### src/rtl/multi_cycle_controller.sv
`timescale 1ns/1ps
// multi_cycle_controller
// ----------------------
// Multi-cycle sequencer for an RV32I datapath with variable-latency memories.
// Each instruction walks FETCH -> DECODE -> EXEC -> (MEM) -> (WB). The
// datapath control lines are decoded combinationally from the current state
// and the instruction-register fields.
//
// Ports
//   clk                   rising-edge clock
//   rst                   asynchronous, active-low reset
//   Op/funct3/funct7      fields of the instruction register
//   BrEq, BrLT            branch comparator results
//   IMemReady, DMemReady  memory completion strobes
//   IMemReq, DMemReq      memory requests
//   IRWrite, PCWrite      IR / PC load enables
//   PCSel                 0 = PC+4, 1 = target
//   RegWEn, MemRW         register-file write, 1 = store
//   ImmSel, ASel, BSel    immediate format and ALU operand selects
//   WBSel, ALUSel         write-back source and ALU operation
//   Fault                 sticky fault flag (set in TRAP)
//   State                 current FSM state, for debug
//
// Memory handshake: a request is raised on entry to FETCH/MEM and held
// until the matching ready is seen high in a cycle where the request is
// high; that cycle completes the access. A ready while its request is low is
// ignored. A request waiting TIMEOUT_CYCLES cycles without ready faults.
module multi_cycle_controller #(
  parameter int unsigned TIMEOUT_CYCLES = 255
) (
  input  logic       clk,
  input  logic       rst,
  input  logic [6:0] Op,
  input  logic [2:0] funct3,
  input  logic [6:0] funct7,
  input  logic       BrEq,
  input  logic       BrLT,
  input  logic       IMemReady,
  input  logic       DMemReady,
  output logic       IMemReq,
  output logic       DMemReq,
  output logic       IRWrite,
  output logic       PCWrite,
  output logic       PCSel,
  output logic       RegWEn,
  output logic       MemRW,
  output logic [1:0] ImmSel,
  output logic       ASel,
  output logic       BSel,
  output logic [1:0] WBSel,
  output logic [3:0] ALUSel,
  output logic       Fault,
  output logic [2:0] State
);

  typedef enum logic [2:0] {
    S_IDLE   = 3'b000,
    S_FETCH  = 3'b001,
    S_DECODE = 3'b010,
    S_EXEC   = 3'b011,
    S_MEM    = 3'b100,
    S_WB     = 3'b101,
    S_TRAP   = 3'b111
  } state_e;

  localparam logic [6:0] OP_R    = 7'b0110011;
  localparam logic [6:0] OP_I    = 7'b0010011;
  localparam logic [6:0] OP_LW   = 7'b0000011;
  localparam logic [6:0] OP_SW   = 7'b0100011;
  localparam logic [6:0] OP_B    = 7'b1100011;
  localparam logic [6:0] OP_JAL  = 7'b1101111;
  localparam logic [6:0] OP_JALR = 7'b1100111;

  localparam logic [3:0] ALU_ADD  = 4'b0000;
  localparam logic [3:0] ALU_SUB  = 4'b0001;
  localparam logic [3:0] ALU_AND  = 4'b0010;
  localparam logic [3:0] ALU_OR   = 4'b0011;
  localparam logic [3:0] ALU_XOR  = 4'b0100;
  localparam logic [3:0] ALU_SLL  = 4'b0101;
  localparam logic [3:0] ALU_SRL  = 4'b0110;
  localparam logic [3:0] ALU_SRA  = 4'b0111;
  localparam logic [3:0] ALU_SLT  = 4'b1000;
  localparam logic [3:0] ALU_SLTU = 4'b1001;

  // The counter holds the number of ready-low cycles already spent; the
  // cycle in which it equals LIMIT_M1 is the last one ready may arrive in.
  localparam logic [7:0] LIMIT_M1 = 8'(TIMEOUT_CYCLES - 1);

  state_e     state_q, state_d;
  logic [7:0] cnt_q, cnt_d;

  logic is_r, is_i, is_lw, is_sw, is_b, is_jal, is_jalr, is_legal;
  logic taken;
  logic [3:0] alu_arith;

  // Only funct7[5] carries meaning for RV32I base ALU decode.
  logic unused_funct7;
  assign unused_funct7 = ^{funct7[6], funct7[4:0]};

  assign is_r     = (Op == OP_R);
  assign is_i     = (Op == OP_I);
  assign is_lw    = (Op == OP_LW);
  assign is_sw    = (Op == OP_SW);
  assign is_b     = (Op == OP_B);
  assign is_jal   = (Op == OP_JAL);
  assign is_jalr  = (Op == OP_JALR);
  assign is_legal = is_r | is_i | is_lw | is_sw | is_b | is_jal | is_jalr;

  // funct3 010/011 are not branch encodings; they never take.
  always_comb begin
    taken = 1'b0;
    case (funct3)
      3'b000:          taken = BrEq;
      3'b001:          taken = ~BrEq;
      3'b100, 3'b110:  taken = BrLT;
      3'b101, 3'b111:  taken = ~BrLT;
      default:         taken = 1'b0;
    endcase
  end

  // Shared R / I-ALU decode. funct7[5] selects SUB only for R-type (ADDI
  // has no SUB form) and SRA/SRAI for both.
  always_comb begin
    alu_arith = ALU_ADD;
    case (funct3)
      3'b000:  alu_arith = (is_r && funct7[5]) ? ALU_SUB : ALU_ADD;
      3'b001:  alu_arith = ALU_SLL;
      3'b010:  alu_arith = ALU_SLT;
      3'b011:  alu_arith = ALU_SLTU;
      3'b100:  alu_arith = ALU_XOR;
      3'b101:  alu_arith = funct7[5] ? ALU_SRA : ALU_SRL;
      3'b110:  alu_arith = ALU_OR;
      default: alu_arith = ALU_AND;
    endcase
  end

  // Next-state and wait-counter logic.
  always_comb begin
    state_d = state_q;
    cnt_d   = cnt_q;
    case (state_q)
      S_IDLE: begin
        state_d = S_FETCH;
        cnt_d   = 8'd0;
      end
      S_FETCH: begin
        if (IMemReady)                state_d = S_DECODE;
        else if (cnt_q == LIMIT_M1)   state_d = S_TRAP;
        else                          cnt_d   = cnt_q + 8'd1;
      end
      S_DECODE: state_d = is_legal ? S_EXEC : S_TRAP;
      S_EXEC: begin
        if (is_b) begin
          state_d = S_FETCH;
          cnt_d   = 8'd0;
        end else if (is_lw || is_sw) begin
          state_d = S_MEM;
          cnt_d   = 8'd0;
        end else if (is_r || is_i || is_jal || is_jalr) begin
          state_d = S_WB;
        end else begin
          state_d = S_TRAP;
        end
      end
      S_MEM: begin
        if (DMemReady) begin
          if (is_sw) begin
            state_d = S_FETCH;
            cnt_d   = 8'd0;
          end else begin
            state_d = S_WB;
          end
        end else if (cnt_q == LIMIT_M1) begin
          state_d = S_TRAP;
        end else begin
          cnt_d = cnt_q + 8'd1;
        end
      end
      S_WB: begin
        state_d = S_FETCH;
        cnt_d   = 8'd0;
      end
      S_TRAP:  state_d = S_TRAP;
      default: state_d = S_IDLE;
    endcase
  end

  always_ff @(posedge clk or negedge rst) begin
    if (!rst) begin
      state_q <= S_IDLE;
      cnt_q   <= 8'd0;
    end else begin
      state_q <= state_d;
      cnt_q   <= cnt_d;
    end
  end

  // Control outputs. Everything not driven for a state stays 0, which also
  // makes IDLE (and therefore reset) an all-zero output vector.
  always_comb begin
    IMemReq = 1'b0;
    DMemReq = 1'b0;
    IRWrite = 1'b0;
    PCWrite = 1'b0;
    PCSel   = 1'b0;
    RegWEn  = 1'b0;
    MemRW   = 1'b0;
    ImmSel  = 2'b00;
    ASel    = 1'b0;
    BSel    = 1'b0;
    WBSel   = 2'b00;
    ALUSel  = ALU_ADD;
    Fault   = 1'b0;
    case (state_q)
      S_FETCH: begin
        IMemReq = 1'b1;
        IRWrite = IMemReady;
      end
      S_DECODE: begin
        if (is_sw)       ImmSel = 2'b01;
        else if (is_b)   ImmSel = 2'b10;
        else if (is_jal) ImmSel = 2'b11;
        else             ImmSel = 2'b00;
      end
      S_EXEC: begin
        if (is_r) begin
          ALUSel = alu_arith;
        end else if (is_i) begin
          ALUSel = alu_arith;
          BSel   = 1'b1;
        end else if (is_lw || is_sw || is_jalr) begin
          BSel   = 1'b1;
        end else if (is_b) begin
          ASel    = 1'b1;
          BSel    = 1'b1;
          PCWrite = 1'b1;
          PCSel   = taken;
        end else if (is_jal) begin
          ASel   = 1'b1;
          BSel   = 1'b1;
        end
      end
      S_MEM: begin
        DMemReq = 1'b1;
        MemRW   = is_sw;
        PCWrite = is_sw & DMemReady;
      end
      S_WB: begin
        RegWEn  = 1'b1;
        PCWrite = 1'b1;
        if (is_lw) begin
          WBSel = 2'b00;
        end else if (is_jal || is_jalr) begin
          WBSel = 2'b10;
          PCSel = 1'b1;
        end else begin
          WBSel = 2'b01;
        end
      end
      S_TRAP:  Fault = 1'b1;
      default: ;
    endcase
  end

  assign State = state_q;

endmodule

### config.mk
export PLATFORM = sky130hd
export DESIGN_NAME = multi_cycle_controller
export DESIGN_NICKNAME = d
export VERILOG_FILES = /design/src/rtl/multi_cycle_controller.sv
export SDC_FILE = /design/constraint.sdc
export NUM_CORES = 1
export LEC_CHECK = 0
export ABC_AREA = 1
export BUFFER_PORTS_ARGS = -buffer_cell sky130_fd_sc_hd__clkbuf_2
export CORE_MARGIN = 10
export CORE_UTILIZATION = 35
export CTS_CLUSTER_DIAMETER = 30
export DETAILED_ROUTE_END_ITERATION = 10
export PLACE_DENSITY = 0.67
export SYNTH_ARGS = -nofsm -noshare
export SYNTH_HDL_FRONTEND = slang
export SYNTH_SLANG_ARGS = --single-unit
### constraint.sdc
create_clock -name clk -period 1.3 [get_ports clk]
set_input_delay 0 -clock clk [delete_from_list [all_inputs] [get_ports clk]]
set_output_delay 0 -clock clk [all_outputs]
set_load 0.05 [all_outputs]
==> Word-level counts from Yosys, hierarchy flattened <==
Cells that the tools add are included.
{ "op_classes": {"addsub": 1, "n_eq_ne": 24, "mux": 58, "n_bitwise": 9, "reduce_logical": 14} }
{ "op_table": {"columns": ["cell", "count"], "rows": [
  ["8-bit 2-to-1 mux", 6],
  ["8-bit case mux with 4 select lines", 1],
  ["1-bit 2-to-1 mux", 28],
  ["4-bit case mux with 7 select lines", 1],
  ["3-bit == test, second input constant", 7],
  ["7-bit == test, second input constant", 3],
  ["2-bit 2-to-1 mux", 9],
  ["3-bit 2-to-1 mux", 6],
  ["3-bit case mux with 6 select lines", 1],
  ["7-bit by 6-bit == test with 1-bit output, second input constant", 2],
  ["3-bit by 2-bit == test with 1-bit output, second input constant", 4],
  ["4-bit 2-to-1 mux", 3],
  ["8-bit by 1-bit adder with 8-bit output, second input constant", 1],
  ["8-bit == test, second input constant", 1],
  ["7-bit by 2-bit == test with 1-bit output, second input constant", 1],
  ["7-bit by 5-bit == test with 1-bit output, second input constant", 1],
  ["3-bit by 1-bit == test with 1-bit output, second input constant", 2],
  ["3-bit logical NOT", 2],
  ["1-bit logical OR", 6],
  ["3-bit inequality test, second input constant", 2],
  ["1-bit OR", 6],
  ["2-bit OR reduction", 3],
  ["1-bit case mux with 4 select lines", 1],
  ["4-bit AND reduction", 1],
  ["7 further kinds", 8]
]} }
{ "totals": {"reg_bits": 11, "output_inout_bits": 21} }

==> Longest topological paths before layout <==
{ "depth": {"ltp_word": 9, "ltp_mapped": 10, "depth_no_buf": 10} }

==> Worst setup path before layout <==
No wires, ideal clock.
{ "synth_path": {"path_kind": "reg-to-output", "startpoint": "register state_q[2] (netlist: State[2])", "endpoint": "output PCSel", "arrival_time_ns": 2.526, "t_required_ns": 1.300, "slack_ns": -1.226, "path_stages_with_launch": 6, "path_buffers": 0, "cell_sequence": "dfrtp_1 > nand3_1 > inv_1 > nand2_1 > nor2_1 > a31o_2"} }
{ "synth_between": {"elab_chain_cells": 2, "elab_cells_between_ends": 3, "cone_classes": "eq/ne: 2; mux: 1"} }
{ "synth_rtl": {"columns": ["element", "line", "source"], "rows": [
  ["from (decl)", "89", "state_e state_q, state_d;"],
  ["from (signal assigned)", "193", "state_q <= state_d;"],
  ["3-bit == test / 3-bit by 2-bit == test with 1-bit output (equally long branches)", "214", "case (state_q)"],
  ["1-bit case mux with 2 select lines *", "214", null],
  ["to (decl)", "44", "output logic PCSel,"]
]} }
Mark *: on every way between the ends. The rest lies on a longest branch, timed or not.

==> Worst setup path in the final report <==
{ "layout_path": {"startpoint": "register state_q[0] (netlist: State[0])", "endpoint": "register cnt_q[1]"} }
{ "layout_between": {"elab_chain_cells": 4, "elab_cells_between_ends": 12, "cone_classes": "eq/ne: 7; mux: 1; reduce/logical: 4"} }
{ "layout_rtl": {"columns": ["element", "line", "source"], "rows": [
  ["3-bit == test / 3-bit logical NOT (equally long branches)", "141", "case (state_q)"],
  ["2-bit OR reduction (no line)", null, null],
  ["4-bit nonzero test (no line)", null, null],
  ["4-bit AND reduction (no line)", null, null],
  ["to (signal assigned)", "194", "cnt_q <= cnt_d;"],
  ["to (decl)", "90", "logic [7:0] cnt_q, cnt_d;"]
]} }
Parallel ways exist; a longest one is shown, timed or not.
A chain may end at the register's enable or synchronous reset.

==> results.py <==
metrics = {
    "cts": {
        "clk_transition_reported_paths_ns": 0.10,
        "worst_skew_pair.late_latency_ns": 0.29,
        "root_buffer": "sky130_fd_sc_hd__clkbuf_4",
        "cts_made_buffers": 3,
        "clockBufferDepth": 2,
        "tritoncts": "built",
        "htree_levels": 1,
        "cts_num_sinks": 11,
    },
    "timing": {
        "layout_worst_path_cycle_share": 1.266,
        "layout_min_cycle_time_ns": 1.646,
        "finalMaxSlewViolations": 0,
        "rsz0062_at_grt": "yes",
        "timing_worst_slew_pin_value_ns": 0.3799,
        "fin_worst_skew_ns": 0.004139,
        "postLayoutSetupSlackWorst_ns": -0.3463,
        "fmax_mhz": 607.4,
        "setup_total_negative_slack_ns": -7.592,
        "final_hold_viol_count": 0,
        "setup-violations-final": 29,
        "max_slew_margin": 0.7458,
    },
    "logic_synthesis": {
        "fraction_of_the_yosys_area_taken_by_sequential_cells": 0.2318,
        "synth-edff-count": 0,
        "synthesis.yosys.warnings": 0,
        "ys_ff_latch": 11,
        "synth.largest_area_cell": "sky130_fd_sc_hd__dfrtp_1",
        "synth.top_cells.by_area": "sky130_fd_sc_hd__dfrtp_1 (23%), sky130_fd_sc_hd__nand2_1 (19%), sky130_fd_sc_hd__nand3_1 (11%), sky130_fd_sc_hd__inv_1 (7.9%), sky130_fd_sc_hd__nor2_1 (7.6%)",
        "syn-mean-instance-area_um2": 5.907,
        "async_flop_share": 1.000,
        "post-synth-top-area-fraction": 0.2318,
        "post_synth_instance_area_um2": 1187,
        "synthFlopType": "sky130_fd_sc_hd__dfrtp_1",
        "synth_fp_nets": 226,
        "post_syn_instances": 201,
        "yosysUniqueCellTypes": 25,
    },
    "detailed_routing": {
        "detail_route.first_pass.iterations": 8,
        "dr.first_iter.drc_count": 153,
        "detail-route-antenna-nets": 0,
        "route.detailed.vias_per_inst": 5.118,
        "total_drc_errors_in_the_routed_layout": 0,
        "detail_route.wl_per_cell_um": 16.43,
        "via_count": 1781,
        "finalWirelength_mm": 5.716,
    },
    "cells_and_area": {
        "register_area_um2": 286.5,
        "layout-area-overhead-vs-synth_pct": 118.9,
        "n_fill_cell": 222,
        "drive_gt1_frac": 0.5695,
        "post-route-util": 0.7850,
        "antenna-diode-count": 0,
        "num-nets-final": 328,
        "multiInputGateArea_um2": 1131,
    },
    "placement": {
        "hpwl_dp_mm": 3.160,
        "io_buffer_count": 37,
        "finalWeightedCongestion": 0.8434,
        "pre_cts_slack_ns": -0.1238,
    },
    "grt": {
        "gr-max-usage-layer": "met2",
        "use_met2": 0.2928,
        "grt_start_max_net_pins": 12,
        "grt_antenna_before_repair": 0,
        "grt_first_pass_wirelength_mm": 8.707,
        "overall_track_demand_over_capacity_in_global_routing": 0.1699,
        "first_global_vias": 1798,
        "groute.layer.met1.usage": 0.1988,
        "use_met3": 0.05353,
        "grt_overflow": 0,
    },
    "setup_path": {
        "critPathSlowestCell": "sky130_fd_sc_hd__dfrtp_4",
        "rr_startpoint": "State[0]$_DFF_PN0_",
        "setup.reg_to_reg.worst_slack_ns": -0.35,
        "worst_r2r_endpoint": "cnt_q[1]$_DFFE_PN0P_",
        "critPathTopFamily": "simple AND/OR/NAND/NOR gates",
        "slowest_stage_delay_cp_ns": 0.54,
        "criticalPathCategory": "register to register",
        "critPathLaunch": "State[0]$_DFF_PN0_",
        "cp.buffers_inverters": 4,
        "critical_path.max_fanout": 7,
        "critical_path_depth": 10,
        "timing.critical_path.to_type": "register",
        "critPathLaunchType": "register",
        "r2r.worst_path.cells": 10,
        "timing.critical_path.to": "cnt_q[1]$_DFFE_PN0P_",
        "critPathArrivalTime_ns": 1.82,
        "timing.critical_path.required_ns": 1.48,
        "crit_path_cell_trace": "buf_6, nand3_4, buf_6, inv_2, nand2_4, inv_2, nand2_2, nand3_4, nand2_1, nand2_1",
    },
    "power": {
        "peakVddDrop_mv": 0.8907,
        "power.density_cell_area_nw_per_um2": 1991,
        "comb_power_share": 0.825,
        "clock_power_share": 0.054,
        "switching_share": 0.5212,
        "share_seq_of_total_power": 0.122,
        "switchingPower_mw": 2.697,
        "p_int_mw": 2.478,
        "power.static_leakage_nw": 1.235,
    },
    "die": {
        "pin_count": 44,
        "start_util": 0.3587,
        "dieWidth_um": 78.25,
        "placement_rows": 21,
        "core_um2": 3311,
        "full_die_area_um2": 6122,
        "die_h_um": 78.25,
    },
    "status": {
        "failed_checks": "setup timing",
        "run_status": "finished, violations left",
    },
    "min_path": {
        "hp-class": "primary input to register",
    },
    "flow_run": {
        "max_cap_viol_count": 0,
    },
}
-- metal layers --
layer  wire [um]  vias up
li1            -      852
met1        2163      807
met2        2819       98
met3         519       24
met4         214        0
met5           0        -
-- final cells by class --
cell class                      instances  share of cell area
Tap cell                               46             0.02215
Timing Repair Buffer                   96              0.3683
Clock buffer                            4             0.01011
Sequential cell                        11              0.1103
Inverter                               30             0.05392
Multi-Input combinational cell        161              0.4352
-- worst min-delay path, stage by stage --
cell	delay, ns
sky130_fd_sc_hd__clkbuf_2	0.11
sky130_fd_sc_hd__o31ai_1	0.08
sky130_fd_sc_hd__nand2_1	0.07
sky130_fd_sc_hd__nand2_1	0.07
-- placed cells by master, fill, tap and decap left out, types with 10 or more instances in the layout --
cell	instances
sky130_fd_sc_hd__buf_4	41
sky130_fd_sc_hd__nor2_1	16
sky130_fd_sc_hd__nand2_1	52
sky130_fd_sc_hd__buf_12	10
sky130_fd_sc_hd__inv_1	18
sky130_fd_sc_hd__nand3_1	18
sky130_fd_sc_hd__buf_6	16
sky130_fd_sc_hd__clkbuf_2	18
sky130_fd_sc_hd__nor2_4	12
sky130_fd_sc_hd__nand2_2	11
-- power groups by stage --
stage / Combinational (mW) / Sequential, mW / Clock, mW
finish: 4.27 / 0.630 / 0.277
global route: 4.49 / 0.642 / 0.278
CTS: 3.71 / 0.606 / 0.270
detailed placement: 2.55 / 0.621 / 0
global placement: 2.53 / 0.619 / 0
floorplan: 1.48 / 0.806 / 0
-- through the flow --
stage	std cells	cell area, um2	total power [mW]	hold slack [ns]
after floorplan	201	1368	2.289	-0.2956
after CTS	342	2451	4.591	0.03575
after global placement	313	1963	3.151	-0.1037
after detailed placement	313	1963	3.166	-0.09668
final	348	2599	5.175	0.08531
after global routing	348	2599	5.405	0.1342
-- cell usage after synthesis, types with 2 or more instances --
library cell / number
sky130_fd_sc_hd__a21oi_1: 7
sky130_fd_sc_hd__dfrtp_1: 11
sky130_fd_sc_hd__ha_1: 2
sky130_fd_sc_hd__inv_1: 25
sky130_fd_sc_hd__inv_2: 5
sky130_fd_sc_hd__nand2_1: 60
sky130_fd_sc_hd__nand2_2: 5
sky130_fd_sc_hd__nand3_1: 27
sky130_fd_sc_hd__nand3_2: 5
sky130_fd_sc_hd__nand4_1: 2
sky130_fd_sc_hd__nor2_1: 24
sky130_fd_sc_hd__nor2_2: 5
sky130_fd_sc_hd__nor3_1: 4
sky130_fd_sc_hd__o21ai_0: 6
sky130_fd_sc_hd__o31ai_1: 2
sky130_fd_sc_hd__xnor2_1: 2
-- worst min-delay path by stage --
stage,startpoint,endpoint,slack [ns],cells past startpoint
after floorplan,rst,cnt_q[0]$_DFFE_PN0P_,-0.30,0
after global placement,rst,cnt_q[5]$_DFFE_PN0P_,-0.10,1
after detailed placement,rst,cnt_q[5]$_DFFE_PN0P_,-0.1,1
after CTS,DMemReady,cnt_q[1]$_DFFE_PN0P_,0.04,4
after global routing,IMemReady,State[2]$_DFF_PN0_,0.13,4
final,DMemReady,cnt_q[1]$_DFFE_PN0P_,0.09,4
-- sequential cells by signal, indices dropped and copies added (netlist names) --
signal,count
cnt_q,8
State,3
-- timing repair --
item                                    in CTS  in global routing
resized for setup                           60                 33
endpoints found under the hold margin       11                  0
hold buffers                                 1                  0
pin swaps                                   15                 14
cloned                                       1                  0
setup buffers                               23                  8
endpoints found under the setup margin      28                 30
-- cell families after synthesis --
| family | count (synthesis) | synth area share |
|---|---|---|
| AOI/OAI and AO/OA | 21 | 0.1128 |
| xor gates and xnor gates | 3 | 0.02213 |
| adders and majority gates | 2 | 0.02107 |
| buffers and inverters | 30 | 0.09484 |
| DFF | 11 | 0.2318 |
| and+or+nand+nor | 134 | 0.5174 |
No activity file was read; power rests on OpenSTA's default activity.
